File: src/rtl/half_cycle_xfer_arb.sv
// ============================================================================
// Module   : half_cycle_xfer_arb
// Function : Round-robin arbiter feeding a half-cycle transfer path. A posedge
//            launch register drives a negedge capture register. The captured
//            word and its source index are presented on a posedge-registered
//            valid/ready output. A 16-bit wrapping counter tracks completed
//            output handshakes.
// Options  : HCXA_PARITY_EN - carry even parity across the half-cycle path and
//            flag a mismatch on out_perr (tied 0 when undefined).
// Revision : 1.0 - initial release
// ============================================================================
`default_nettype none

module half_cycle_xfer_arb #(
    parameter int NREQ = 4,
    parameter int DW   = 8,
    parameter int SW   = $clog2(NREQ)
) (
    input  logic                 clk,
    input  logic                 rst_n,
    input  logic [NREQ-1:0]      req_valid,
    input  logic [NREQ*DW-1:0]   req_data,
    output logic [NREQ-1:0]      req_ready,
    output logic                 out_valid,
    output logic [DW-1:0]        out_data,
    output logic [SW-1:0]        out_src,
    input  logic                 out_ready,
    output logic                 out_perr,
    output logic [15:0]          xfer_cnt,
    output logic                 busy
);

    typedef enum logic [1:0] {
        ST_IDLE   = 2'd0,
        ST_LAUNCH = 2'd1,
        ST_OUT    = 2'd2
    } state_t;

    state_t          state_q;
    logic [SW-1:0]   rr_ptr_q;
    logic [DW-1:0]   launch_q;
    logic [SW-1:0]   launch_src_q;
    logic [DW-1:0]   cap_q;
    logic [SW-1:0]   cap_src_q;
    logic            out_valid_q;
    logic [DW-1:0]   out_data_q;
    logic [SW-1:0]   out_src_q;
    logic [15:0]     xfer_cnt_q;

    logic            grant_any;
    logic [SW-1:0]   grant_idx;
    logic [DW-1:0]   grant_data;
    logic            accept;
    logic            grant;
    logic [SW-1:0]   rr_ptr_d;

    // Round-robin search: first valid requester at or above rr_ptr, wrapping.
    always_comb begin
        logic [SW-1:0] idx;
        idx        = '0;
        grant_any  = 1'b0;
        grant_idx  = '0;
        for (int k = 0; k < NREQ; k++) begin
            idx = SW'((int'(rr_ptr_q) + k) % NREQ);
            if (!grant_any && req_valid[idx]) begin
                grant_any = 1'b1;
                grant_idx = idx;
            end
        end
    end

    // Winner's data word, selected with constant slices.
    always_comb begin
        grant_data = '0;
        for (int k = 0; k < NREQ; k++) begin
            if (SW'(k) == grant_idx) begin
                grant_data = req_data[k*DW +: DW];
            end
        end
    end

    // Accept window; reset gates req_ready so nothing is accepted while held.
    assign accept    = (state_q == ST_IDLE) | ((state_q == ST_OUT) & out_ready);
    assign grant     = accept & grant_any & rst_n;
    assign req_ready = grant ? (NREQ'(1) << grant_idx) : '0;
    assign rr_ptr_d  = (grant_idx == SW'(NREQ - 1)) ? '0 : grant_idx + 1'b1;

`ifdef HCXA_PARITY_EN
    logic launch_par_q;
    logic cap_par_q;
    logic out_perr_q;
    assign out_perr = out_perr_q;
`else
    assign out_perr = 1'b0;
`endif

    // Posedge side: sequencer FSM, launch register, output register, counter.
    always_ff @(posedge clk or negedge rst_n) begin
        if (!rst_n) begin
            state_q      <= ST_IDLE;
            rr_ptr_q     <= '0;
            launch_q     <= '0;
            launch_src_q <= '0;
            out_valid_q  <= 1'b0;
            out_data_q   <= '0;
            out_src_q    <= '0;
            xfer_cnt_q   <= '0;
`ifdef HCXA_PARITY_EN
            launch_par_q <= 1'b0;
            out_perr_q   <= 1'b0;
`endif
        end else begin
            if (out_valid_q && out_ready) begin
                xfer_cnt_q <= xfer_cnt_q + 16'd1;
            end
            if (grant) begin
                launch_q     <= grant_data;
                launch_src_q <= grant_idx;
                rr_ptr_q     <= rr_ptr_d;
`ifdef HCXA_PARITY_EN
                launch_par_q <= ^grant_data;
`endif
            end
            case (state_q)
                ST_IDLE: begin
                    if (grant) begin
                        state_q <= ST_LAUNCH;
                    end
                end
                ST_LAUNCH: begin
                    out_data_q  <= cap_q;
                    out_src_q   <= cap_src_q;
                    out_valid_q <= 1'b1;
`ifdef HCXA_PARITY_EN
                    out_perr_q  <= (^cap_q) != cap_par_q;
`endif
                    state_q     <= ST_OUT;
                end
                ST_OUT: begin
                    if (out_ready) begin
                        out_valid_q <= 1'b0;
`ifdef HCXA_PARITY_EN
                        out_perr_q  <= 1'b0;
`endif
                        state_q     <= grant ? ST_LAUNCH : ST_IDLE;
                    end
                end
                default: begin
                    state_q <= ST_IDLE;
                end
            endcase
        end
    end

    // Negedge side: capture the launched word only during a LAUNCH cycle.
    always_ff @(negedge clk or negedge rst_n) begin
        if (!rst_n) begin
            cap_q     <= '0;
            cap_src_q <= '0;
`ifdef HCXA_PARITY_EN
            cap_par_q <= 1'b0;
`endif
        end else if (state_q == ST_LAUNCH) begin
            cap_q     <= launch_q;
            cap_src_q <= launch_src_q;
`ifdef HCXA_PARITY_EN
            cap_par_q <= launch_par_q;
`endif
        end
    end

    assign out_valid = out_valid_q;
    assign out_data  = out_data_q;
    assign out_src   = out_src_q;
    assign xfer_cnt  = xfer_cnt_q;
    assign busy      = (state_q != ST_IDLE);

endmodule

`default_nettype wire

File: config.mk
export PLATFORM = sky130hd
export DESIGN_NAME = half_cycle_xfer_arb
export DESIGN_NICKNAME = d
export VERILOG_FILES = /design/src/rtl/half_cycle_xfer_arb.sv
export SDC_FILE = /design/constraint.sdc
export NUM_CORES = 1
export LEC_CHECK = 0
export BUFFER_PORTS_ARGS = -buffer_cell sky130_fd_sc_hd__buf_2
export CAP_MARGIN = 20
export CORE_UTILIZATION = 40
export CTS_CLUSTER_SIZE = 40
export DETAILED_ROUTE_END_ITERATION = 12
export GPL_TIMING_DRIVEN = 1
export PLACE_DENSITY = 0.64
export SYNTH_ARGS = -nofsm -noshare
export SYNTH_HDL_FRONTEND = slang
export SYNTH_SLANG_ARGS = --single-unit
File: constraint.sdc
create_clock -name clk -period 6.41 [get_ports clk]
set_input_delay 1.282 -clock clk [delete_from_list [all_inputs] [get_ports clk]]
set_output_delay 1.282 -clock clk [all_outputs]
set_load 0.01 [all_outputs]
==> results of run 1 <==
## layout make-up
class                   instances  area [um2]  area share
flip-flops and latches         51        1280       0.435
multi-input cells             140        1050       0.359
repair buffers                 71         358       0.122
clock buffers                   8         100      0.0341
well taps                      75        93.8      0.0320
inverters                      14        52.6      0.0179
## sequential cells by signal (all words and copies together) (netlist names)
name,flops
launch_src_q,2
cap_q,8
xfer_cnt,16
state_q,2
cap_src_q,2
out_valid,1
out_data,8
launch_q,8
rr_ptr_q,2
out_src,2
## through the flow
stage,area [um2],setup WS (ns)
2_1_floorplan,2450,1.96
3_3_place_gp,2830,1.42
3_5_place_dp,2830,1.41
4_1_cts,2930,1.47
5_1_grt,2930,1.35
6_report,2930,1.47
## kinds of logic (layout without fill, tap and decap cells)
logic type / count (synthesis) / after routing
mux: 31 / 31
other cells: 1 / 1
buf+inv: 26 / 93
simple gates: 44 / 44
xor+xnor: 15 / 15
compound gates: 44 / 44
flops: 51 / 51
fa+ha+maj: 5 / 5
## cells in the final DEF (no fill, tap or decap)
master,n
nor3b_1,1
nand3_1,5
and2_1,4
a2bb2oi_1,2
o41a_1,1
nand2_1,15
a211oi_1,1
mux2_1,10
or2_2,1
inv_1,14
ha_1,5
and3_1,2
a22o_1,8
clkbuf_8,7
nand4_1,5
mux2i_1,1
nand3b_1,1
clkbuf_1,1
and3b_1,1
nor2_1,5
xnor2_1,9
o2bb2ai_1,1
nor4_1,1
conb_1,1
a21oi_1,21
dfrtp_1,41
and4_1,1
nand2b_1,2
o21ai_0,10
dfrtn_1,10
mux2_2,17
mux2_4,3
xor2_1,6
buf_4,1
buf_2,70
## path summary, 6_finish.rpt
check | start | slack, ns | depth (start not counted) | end
min in group asynchronous | rst_n | 1.04 | 1 | out_data[4]$_DFFE_PN0P_
worst min-delay path | cap_q[6]$_DFFE_NN0P_ | 0.45 | 1 | cap_q[6]$_DFFE_NN0P_
worst min register to register | cap_q[6]$_DFFE_NN0P_ | 0.45 | 1 | cap_q[6]$_DFFE_NN0P_
worst max register to register | state_q[1]$_DFFE_PN0P_ | 1.47 | 2 | cap_q[1]$_DFFE_NN0P_
max in group asynchronous | rst_n | 1.77 | 1 | cap_q[1]$_DFFE_NN0P_
worst max-delay path | state_q[1]$_DFFE_PN0P_ | 1.47 | 2 | cap_q[1]$_DFFE_NN0P_
## report_power, final
part	leakage [nW]	internal [mW]	total [mW]	switching, mW
logic	0.814	0.210	0.403	0.194
registers	0.647	0.441	0.518	0.0766
clock network	0.0515	0.0985	0.194	0.0952
total	1.51	0.749	1.11	0.365
## cell usage after synthesis (all sizes together)
cell and instances:
nand2b 2, nand4 5, buf 8, and3 2, nand2 15, a2bb2oi 2, nand3b 1, mux2i 1
nor4 1, mux2 30, dfrtp 41, dfrtn 10, conb 1, clkbuf 4, or2 1, nor3b 1
nand3 5, a211oi 1, xor2 6, and4 1, o2bb2ai 1, a21oi 21, o21ai 10, and3b 1
and2 4, ha 5, nor2 5, xnor2 9, o41a 1, a22o 8, inv 14
## metal layers
| metal | vias up | global-route usage | wire length (um) |
|---|---|---|---|
| li1 | 876 | - | - |
| met2 | 69 | 0.239 | 1950 |
| met5 | - | 0 | 0 |
| met4 | 0 | 0.0482 | 57 |
| met1 | 809 | 0.205 | 2200 |
| met3 | 7 | 0.0420 | 293 |
==> qor.txt, run 1 <==
XOR/XNOR Fraction of Synth Area = 0.0536
Filler cells = 561
Post-Synth Adder-Cell Area = 0.0255
non-filler cells, final = 359
Synth Area in Compound Gates = 0.110
fin. max-slew vios = 0
Syn Area/Cell = 11.3 um2
first-pass GRT wire length = 7.53 mm
Initial DRC Count = 115
post-synthesis mux area share = 0.146
PD cells = 380 nW/um2
status = completed
net count reported at finish = 327
Placed Cells = 351
Yosys top cell area share = 0.418
I/O Buffers = 70
Pre-antenna DRT Iters = 5
largest family of logic cells by synthesized area = multiplexers
Top delay family on crit path = simple AND/OR/NAND/NOR gates
crit path buf inv count = 0
vias in the first global route = 1,694
sequential share of the synthesized area = 0.520
Worst-Skew Late Latency = 0.30 ns
Post-Syn Nets = 261
# setup viols final = 0
Hold Crit Class = reg2reg
Simple-Gate Fraction of Synth Area = 0.0923
n_diodes = 0
Area Overhead vs Synth = 19.6%
FP Rows = 28
H-tree lvl count = 2
Mapped Area = 2450 um2
via/cell ratio = 4.91
PostCTS Resize Cnt = 0
measured slew at the worst slew-check pin = 0.933 ns
top post-synthesis cells by area = dfrtp_1 42%, dfrtn_1 10%, mux2_2 7.8%
Leakage = 1.51 nW
Rel. slew slack = 0.378
Global Route Usage Sum = 0.153
CORE AREA = 5920 um2
GP Congestion = 0.770
Post-Route Setup TNS = 0 ns
Die Y = 80.3 um
CP required = 3.35 ns
Largest stage delay, worst path = 0.74 ns
setup bufs post-CTS = 0
crit-path cells = nand2b_1 -> mux2_2
CTS tree = yes
RSZ-0062 raised after global routing = false
Yosys top cell by area = dfrtp_1
Vias = 1,761
max-cap violation count = 0
slowest stage cell, crit path = nand2b_1
antenna viol nets, final = 0
largest net degree at the start of global routing = 36
Starting Density = 0.414
cells after synthesis = 217
Crit Path Category = reg2reg
Final Hold Fails = 0
detailed placement HPWL = 3.35 mm
Max VDD drop = 0.174 mV
Crit. End Element = flip-flop
Power Total = 1.11 mW
share of cells above drive strength 1 = 0.349
initial antenna violation count = 0
DRT Wirelength = 4.51 mm
Root Driver = clkbuf_8
WP data arrival = 1.87 ns
post-layout util = 0.496
drt drc = 0
setup skew after layout = 0.00628 ns
CP startpoint kind = flip-flop
clock slew at reported path FFs = 0.09 ns
die area = 6450 um2
Sink Count = 51
post-DR wirelength/cell = 12.5 um
Final Hold Slack = 0.447 ns
die width = 80.3 um
post-synth cell types = 37
Longest Clk Path Bufs = 2
CTS Buf Count = 5
Synth Warn # = 0
# hold bufs at CTS = 0
crit path max fanout = 22
synthesized flop and latch total = 51
I/O pin count = 72
gr ovfl total = 0
(Power assumes the default switching activity.)
==> run 2: changes to the inputs <==
--- a/config.mk
+++ b/config.mk
@@ -5,13 +5,14 @@
 export SDC_FILE = /design/constraint.sdc
 export NUM_CORES = 1
 export LEC_CHECK = 0
+export ABC_AREA = 1
 export BUFFER_PORTS_ARGS = -buffer_cell sky130_fd_sc_hd__buf_2
 export CAP_MARGIN = 20
 export CORE_UTILIZATION = 40
 export CTS_CLUSTER_SIZE = 40
 export DETAILED_ROUTE_END_ITERATION = 12
 export GPL_TIMING_DRIVEN = 1
-export PLACE_DENSITY = 0.64
+export PLACE_DENSITY = 0.63
 export SYNTH_ARGS = -nofsm -noshare
 export SYNTH_HDL_FRONTEND = slang
 export SYNTH_SLANG_ARGS = --single-unit
==> constraint.sdc (replaced) <==
create_clock -name clk -period 4.8 [get_ports clk]
set_input_delay 0.96 -clock clk [delete_from_list [all_inputs] [get_ports clk]]
set_output_delay 0.96 -clock clk [all_outputs]
set_load 0.01 [all_outputs]
==> run 2 against run 1 <==
The run now ends with DRC left. Hold slack lost 0.018 ns. Clock skew up 0.0042 ns. Synthesized cell count grew 41%. Utilization rose by 0.20 points. Count of clock-buffer cells in the layout down 1. Flip-flop and latch count unchanged. Combinational power increased to 3.2 times the previous value. Setup slack worse by 0.54 ns.
==> qor.txt, run 2 <==
status = finished, violations left
failing checks = DRC
detailed placement HPWL = 3.80 mm (+13%)
Worst Hold Depth = 2 (+1)
DRT Wirelength = 4.89 mm (+8.4%)
die area = 7090 um2 (+10%)
via/cell ratio = 4.67 (-4.7%)
synthesized flop and latch total = 51 (unchanged)
M1 GR Usage = 0.216 (+0.0109)
max-cap violation count = 0 (unchanged)
GR Util met3 = 0.0315 (-0.0106)
CORE AREA = 6420 um2 (+8.5%)
gr ovfl total = 0 (unchanged)
CP required = 2.54 ns (-0.81 ns)
antenna viol nets, final = 0 (unchanged)
R2R Setup Slk = 0.94 ns (-0.54 ns)
H-tree lvl count = 2 (unchanged)
cells after synthesis = 307 (+41%)
Hold Crit Class = reg2reg
commonest non-fill, non-tap cells in the layout = 79 x nand2_1, 70 x buf_2, 41 x dfrtp_1
Synth Area in Compound Gates = 0.0990 (-0.0112)
Worst-Skew Late Latency = 0.30 ns (about the same)
Die Y = 84.2 um (+4.9%)
net count reported at finish = 420 (+28%)
Hold EP = cap_q[6]$_DFFE_NN0P_
top post-synthesis cells by area = dfrtp_1 38%, nand2_1 11%, dfrtn_1 9.3%
largest family of logic cells by synthesized area = simple AND/OR/NAND/NOR gates
Power Total = 2.23 mW (+100%)
Root Driver = clkbuf_8
slowest stage cell, crit path = nand2_1
# setup viols final = 0 (unchanged)
reg2reg start = state_q[1]$_DFFE_PN0P_
Most used DFF post-synth = dfrtp_1
Max VDD drop = 0.504 mV (+190%)
Synth Warn # = 0 (unchanged)
max reg flops = 16 (unchanged)
Crit Path Category = reg2reg
Global Route Usage Sum = 0.154 (+0.000459)
post-synth cell types = 33 (-11%)
drt drc = 12 (+12)
Top delay family on crit path = simple AND/OR/NAND/NOR gates
clock slew at reported path FFs = 0.08 ns (about the same)
initial antenna violation count = 0 (unchanged)
Post-Route Setup TNS = 0 ns (unchanged)
# hold bufs at CTS = 0 (unchanged)
Placed Cells = 446 (+27%)
Sink Count = 51 (unchanged)
count leader, synth = nand2_1
Post-Synth Adder-Cell Area = 0.0231 (-0.00237)
Largest stage delay, worst path = 0.49 ns (-0.25 ns)
post-synthesis mux area share = 0.0458 (-0.101)
Leakage = 1.70 nW (+12%)
Rel. slew slack = 0.544 (+0.166)
Syn Area/Cell = 8.81 um2 (-22%)
post-DR wirelength/cell = 10.8 um (-14%)
PostCTS Resize Cnt = 0 (unchanged)
crit-path cells = inv_1 -> nand2_1 -> mux2_2
Starting Density = 0.421 (+0.00680)
Post-Syn Nets = 351 (+34%)
CTS tree = yes
reg2reg path depth = 3 (+1)
Area Overhead vs Synth = 18.2%
CTS Buf Count = 5 (unchanged)
setup bufs post-CTS = 0 (unchanged)
Simple-Gate Fraction of Synth Area = 0.238 (+0.146)
GP Congestion = 0.828 (+7.6%)
hold_sp = cap_q[6]$_DFFE_NN0P_
R2R Path End = cap_src_q[1]$_DFFE_NN0P_
sequential share of the synthesized area = 0.472 (-0.0484)
gr busiest metal = met2
Post-synth top cells = 79 x nand2_1, 41 x dfrtp_1, 29 x inv_1
Longest Clk Path Bufs = 2 (unchanged)
dpl cell area = 3100 um2 (+9.5%)
measured slew at the worst slew-check pin = 0.683 ns (-0.249 ns)
most common cell after layout, fill and taps aside = nand2_1
setup skew after layout = 0.0105 ns (+0.00420 ns)
first-pass GRT wire length = 8.94 mm (+19%)
met2 Resource Use GR = 0.242 (+0.00286)
largest net degree at the start of global routing = 33 (-8.3%)
Post-synth ARST share = 1.00 (unchanged)
die width = 84.2 um (+4.9%)
PD cells = 697 nW/um2 (+83%)
WP data arrival = 1.60 ns (-0.27 ns)
n_diodes = 0 (unchanged)
vias in the first global route = 1,998 (+18%)
number of synthesized flops with an enable pin = 0 (unchanged)
XOR/XNOR Fraction of Synth Area = 0.0453 (-0.00822)
Initial DRC Count = 106 (-7.8%)
CP startpoint kind = flip-flop
FP Rows = 29 (+3.6%)
Crit. End Element = flip-flop
I/O pin count = 72 (unchanged)
Vias = 2,122 (+20%)
Mapped Area = 2700 um2 (+10%)
crit path max fanout = 24 (+9.1%)
I/O Buffers = 70 (unchanged)
Final Instance Area = 3200 um2 (+8.9%)
share of cells above drive strength 1 = 0.342 (-0.00642)
Final Hold Fails = 0 (unchanged)
Yosys top cell by area = dfrtp_1
fin. max-slew vios = 0 (unchanged)
non-filler cells, final = 454 (+26%)
crit path buf inv count = 1 (+1)
Yosys top cell area share = 0.379 (-0.0389)
Pre-antenna DRT Iters = 9 (+4)
RSZ-0062 raised after global routing = false
## run 2: kinds of logic after synthesis
group / count (synthesis)
compound gates: 46
flops: 51
mux: 11
xor+xnor: 14
buf+inv: 45
other cells: 1
fa+ha+maj: 5
simple gates: 134
## run 2: area by class of cell
| class | instances | area [um2] |
|---|---|---|
| well taps | 77 | 96.3 |
| clock buffers | 7 | 86.3 |
| multi-input cells | 211 | 1220 |
| fillers | 599 | 3230 |
| clock inverters | 1 | 5.00 |
| inverters | 34 | 135 |
| repair buffers | 73 | 373 |
| flip-flops and latches | 51 | 1280 |
## run 2: how the worst max path moves through the flow
| stage | from | endpoint | slack (ns) | cells after the start |
|---|---|---|---|---|
| after floorplan | state_q[1]$_DFFE_PN0P_ | cap_src_q[1]$_DFFE_NN0P_ | 1.21 | 4 |
| after CTS | state_q[1]$_DFFE_PN0P_ | cap_src_q[1]$_DFFE_NN0P_ | 0.91 | 3 |
| final | state_q[1]$_DFFE_PN0P_ | cap_src_q[1]$_DFFE_NN0P_ | 0.94 | 3 |
| after global placement | state_q[1]$_DFFE_PN0P_ | cap_src_q[1]$_DFFE_NN0P_ | 0.96 | 3 |
| after global routing | state_q[1]$_DFFE_PN0P_ | cap_src_q[1]$_DFFE_NN0P_ | 0.83 | 3 |
| after detailed placement | state_q[1]$_DFFE_PN0P_ | cap_src_q[1]$_DFFE_NN0P_ | 0.94 | 3 |
## run 2: worst register-to-register path: stages, from the launching register on
cell and delay [ns]:
dfrtp_1 0.35, inv_1 0.07, nand2_1 0.49, mux2_2 0.41
## run 2: stage by stage
step / setup slack [ns] / hold slack (ns) / utilization
finish: 0.938 / 0.429 / 0.498
detailed placement: 0.938 / 0.433 / 0.483
global route: 0.828 / 0.467 / 0.498
floorplan: 1.21 / 0.410 / -
global placement: 0.959 / 0.428 / 0.483
CTS: 0.915 / 0.435 / 0.498
## run 2: layer usage
metal  share of wire  vias to the layer above  routed length [um]
met4           0.011                        0                  53
met1            0.47                      930                2310
met2            0.45                       73                2190
li1                -                     1112                   -
met3           0.068                        7                 331
met5               0                        -                   0
## run 2: where the power goes
group	leakage, nW	switching, mW	internal [mW]
sequential	0.656	0.0979	0.589
combinational	0.996	0.803	0.494
clock	0.0482	0.128	0.116
total	1.70	1.03	1.20
==> run 3: changes to the inputs <==
==> constraint.sdc (replaced) <==
create_clock -name clk -period 3.8 [get_ports clk]
set_input_delay 0.76 -clock clk [delete_from_list [all_inputs] [get_ports clk]]
set_output_delay 0.76 -clock clk [all_outputs]
set_load 0.01 [all_outputs]
==> run 3 against run 2 <==
Flip-flop and latch count unchanged. Highest routed layer unchanged. Utilization rose by 0.37 points. Design area up 0.74%. Wire length grew 5.1%. The run still ends with DRC left. Count of clock-buffer cells in the layout rose by 1. Total power increased by 28%.
==> qor.txt, run 3 (synthesis gave the netlist of run 2 again) <==
status = finished, violations left
failing checks = DRC
Top delay family on crit path = simple AND/OR/NAND/NOR gates
most common cell after layout, fill and taps aside = nand2_1
Crit Path Category = reg2out
Area Overhead vs Synth = 19.1%
via/cell ratio = 4.69 (+0.31%)
DP Worst Slack = 0.462 ns (-0.476 ns)
setup bufs post-CTS = 0 (unchanged)
n_diodes = 0 (unchanged)
Pre-antenna DRT Iters = 8 (-1)
first-pass GRT wire length = 9.14 mm (+2.2%)
# hold bufs at CTS = 0 (unchanged)
Starting Density = 0.421 (unchanged)
I/O pin count = 72 (unchanged)
PostCTS Resize Cnt = 0 (unchanged)
period utilisation layout = 0.903
Comb power frac = 0.581 (about the same)
die area = 7090 um2 (unchanged)
I/O Buffers = 70 (unchanged)
switching part of the total power = 0.462 (about the same)
Hold Crit Class = in2async
NetSw = 1.32 mW (+28%)
critical path depth = 12 (+9)
initial antenna violation count = 0 (unchanged)
vias in the first global route = 2,035 (+1.9%)
Global Route Usage Sum = 0.157 (+0.00308)
CP startpoint kind = flip-flop
Die Y = 84.2 um (unchanged)
max-cap violation count = 0 (unchanged)
WP data arrival = 2.67 ns (+1.07 ns)
CTS Buf Count = 5 (unchanged)
# setup viols final = 0 (unchanged)
Final Hold Fails = 0 (unchanged)
GP Congestion = 0.811 (-2.0%)
Placed Cells = 448 (+0.45%)
post-layout util = 0.501 (+0.00370)
measured slew at the worst slew-check pin = 0.516 ns (-0.167 ns)
crit path max fanout = 9 (-63%)
DRT Wirelength = 5.13 mm (+5.1%)
non-filler cells, final = 456 (+0.44%)
Int Pwr = 1.53 mW (+28%)
detailed placement HPWL = 3.97 mm (+4.5%)
gr ovfl total = 0 (unchanged)
minimum clock period = 3.43 ns
setup skew after layout = 0.0101 ns (-0.000413 ns)
share of cells above drive strength 1 = 0.346 (+0.00347)
drt drc = 12 (unchanged)
H-tree lvl count = 2 (unchanged)
reg2reg path depth = 5 (+2)
die width = 84.2 um (unchanged)
FP Rows = 29 (unchanged)
CP dominant cell by count = nand3_1
Vias = 2,138 (+0.75%)
CORE AREA = 6420 um2 (unchanged)
crit-path cells = nand2_1 -> nand3_1 -> nand2_2 -> nor2_8 -> nand3_1 -> nand3_1 -> nand2_1 -> inv_1 -> ha_1 -> inv_1 -> nor2_1 -> buf_2
fin. max-slew vios = 0 (unchanged)
f_max = 0.291 GHz
net count reported at finish = 422 (+0.48%)
PD cells = 887 nW/um2 (+27%)
Leakage = 1.71 nW (+0.76%)
largest net degree at the start of global routing = 29 (-12%)
Crit. End Element = output pin
commonest non-fill, non-tap cells in the layout = 79 x nand2_1, 70 x buf_2, 41 x dfrtp_1
Max VDD drop = 0.611 mV (+21%)
Root Driver = clkbuf_8
Largest stage delay, worst path = 0.60 ns (+0.11 ns)
slowest stage cell, crit path = dfrtp_1
Longest Clk Path Bufs = 2 (unchanged)
Post-Route Setup TNS = 0 ns (unchanged)
antenna viol nets, final = 0 (unchanged)
R2R Setup Slk = 0.72 ns (-0.22 ns)
Rel. slew slack = 0.656 (+0.111)
clock slew at reported path FFs = 0.09 ns (about the same)
CTS tree = yes
post-DR wirelength/cell = 11.3 um (+4.6%)
max reg flops = 16 (unchanged)
Clock Power Share = 0.116 (+0.006)
CP required = 3.04 ns (+0.50 ns)
crit path buf inv count = 3 (+2)
Initial DRC Count = 88 (-17%)
Flop pwr share = 0.304 (-0.004)
RSZ-0062 raised after global routing = false
Sink Count = 51 (unchanged)
Worst-Skew Late Latency = 0.30 ns (about the same)
Final Worst Setup Slack = 0.368 ns (-0.570 ns)
-- run 3: area by class of cell --
type	instances	area, um2
tap	77	96.3
inverter	34	135
multi-input combinational	211	1220
sequential	51	1280
clock buffer	8	100
fill	627	3200
timing repair buffer	75	388
-- run 3: per-stage QoR --
stage | hold WS, ns | instance area [um2] | total power, mW
4_1_cts | 0.431 | 3220 | 2.88
3_3_place_gp | 0.427 | 3120 | 2.49
2_1_floorplan | 0.410 | 2700 | 2.19
6_report | 0.426 | 3220 | 2.85
5_1_grt | 0.456 | 3220 | 3.16
3_5_place_dp | 0.429 | 3120 | 2.54
-- run 3: final timing paths --
| kind | start | to |
|---|---|---|
| setup / recovery | rr_ptr_q[0]$_DFFE_PN0P_ | req_ready[2] |
| hold / removal | rst_n | out_data[0]$_DFFE_PN0P_ |
| setup reg to reg | state_q[1]$_DFFE_PN0P_ | cap_q[4]$_DFFE_NN0P_ |
| hold reg to reg | cap_q[1]$_DFFE_NN0P_ | cap_q[1]$_DFFE_NN0P_ |
| max in group asynchronous | rst_n | cap_q[1]$_DFFE_NN0P_ |
| min in group clk | cap_q[1]$_DFFE_NN0P_ | cap_q[1]$_DFFE_NN0P_ |
-- run 3: power groups by stage --
stage,sequential (mW),combinational (mW),clock [mW]
after floorplan,0.881,1.31,0
after global placement,0.873,1.62,0
after detailed placement,0.880,1.66,0
after CTS,0.869,1.67,0.343
after global routing,0.895,1.90,0.366
final,0.867,1.66,0.330
-- run 3: metal layers --
metal / vias up / GRT usage / wire length, um
met5: - / 0 / 0
met1: 943 / 0.212 / 2460
met3: 8 / 0.0344 / 334
met2: 74 / 0.256 / 2280
li1: 1113 / - / -
met4: 0 / 0.0423 / 57
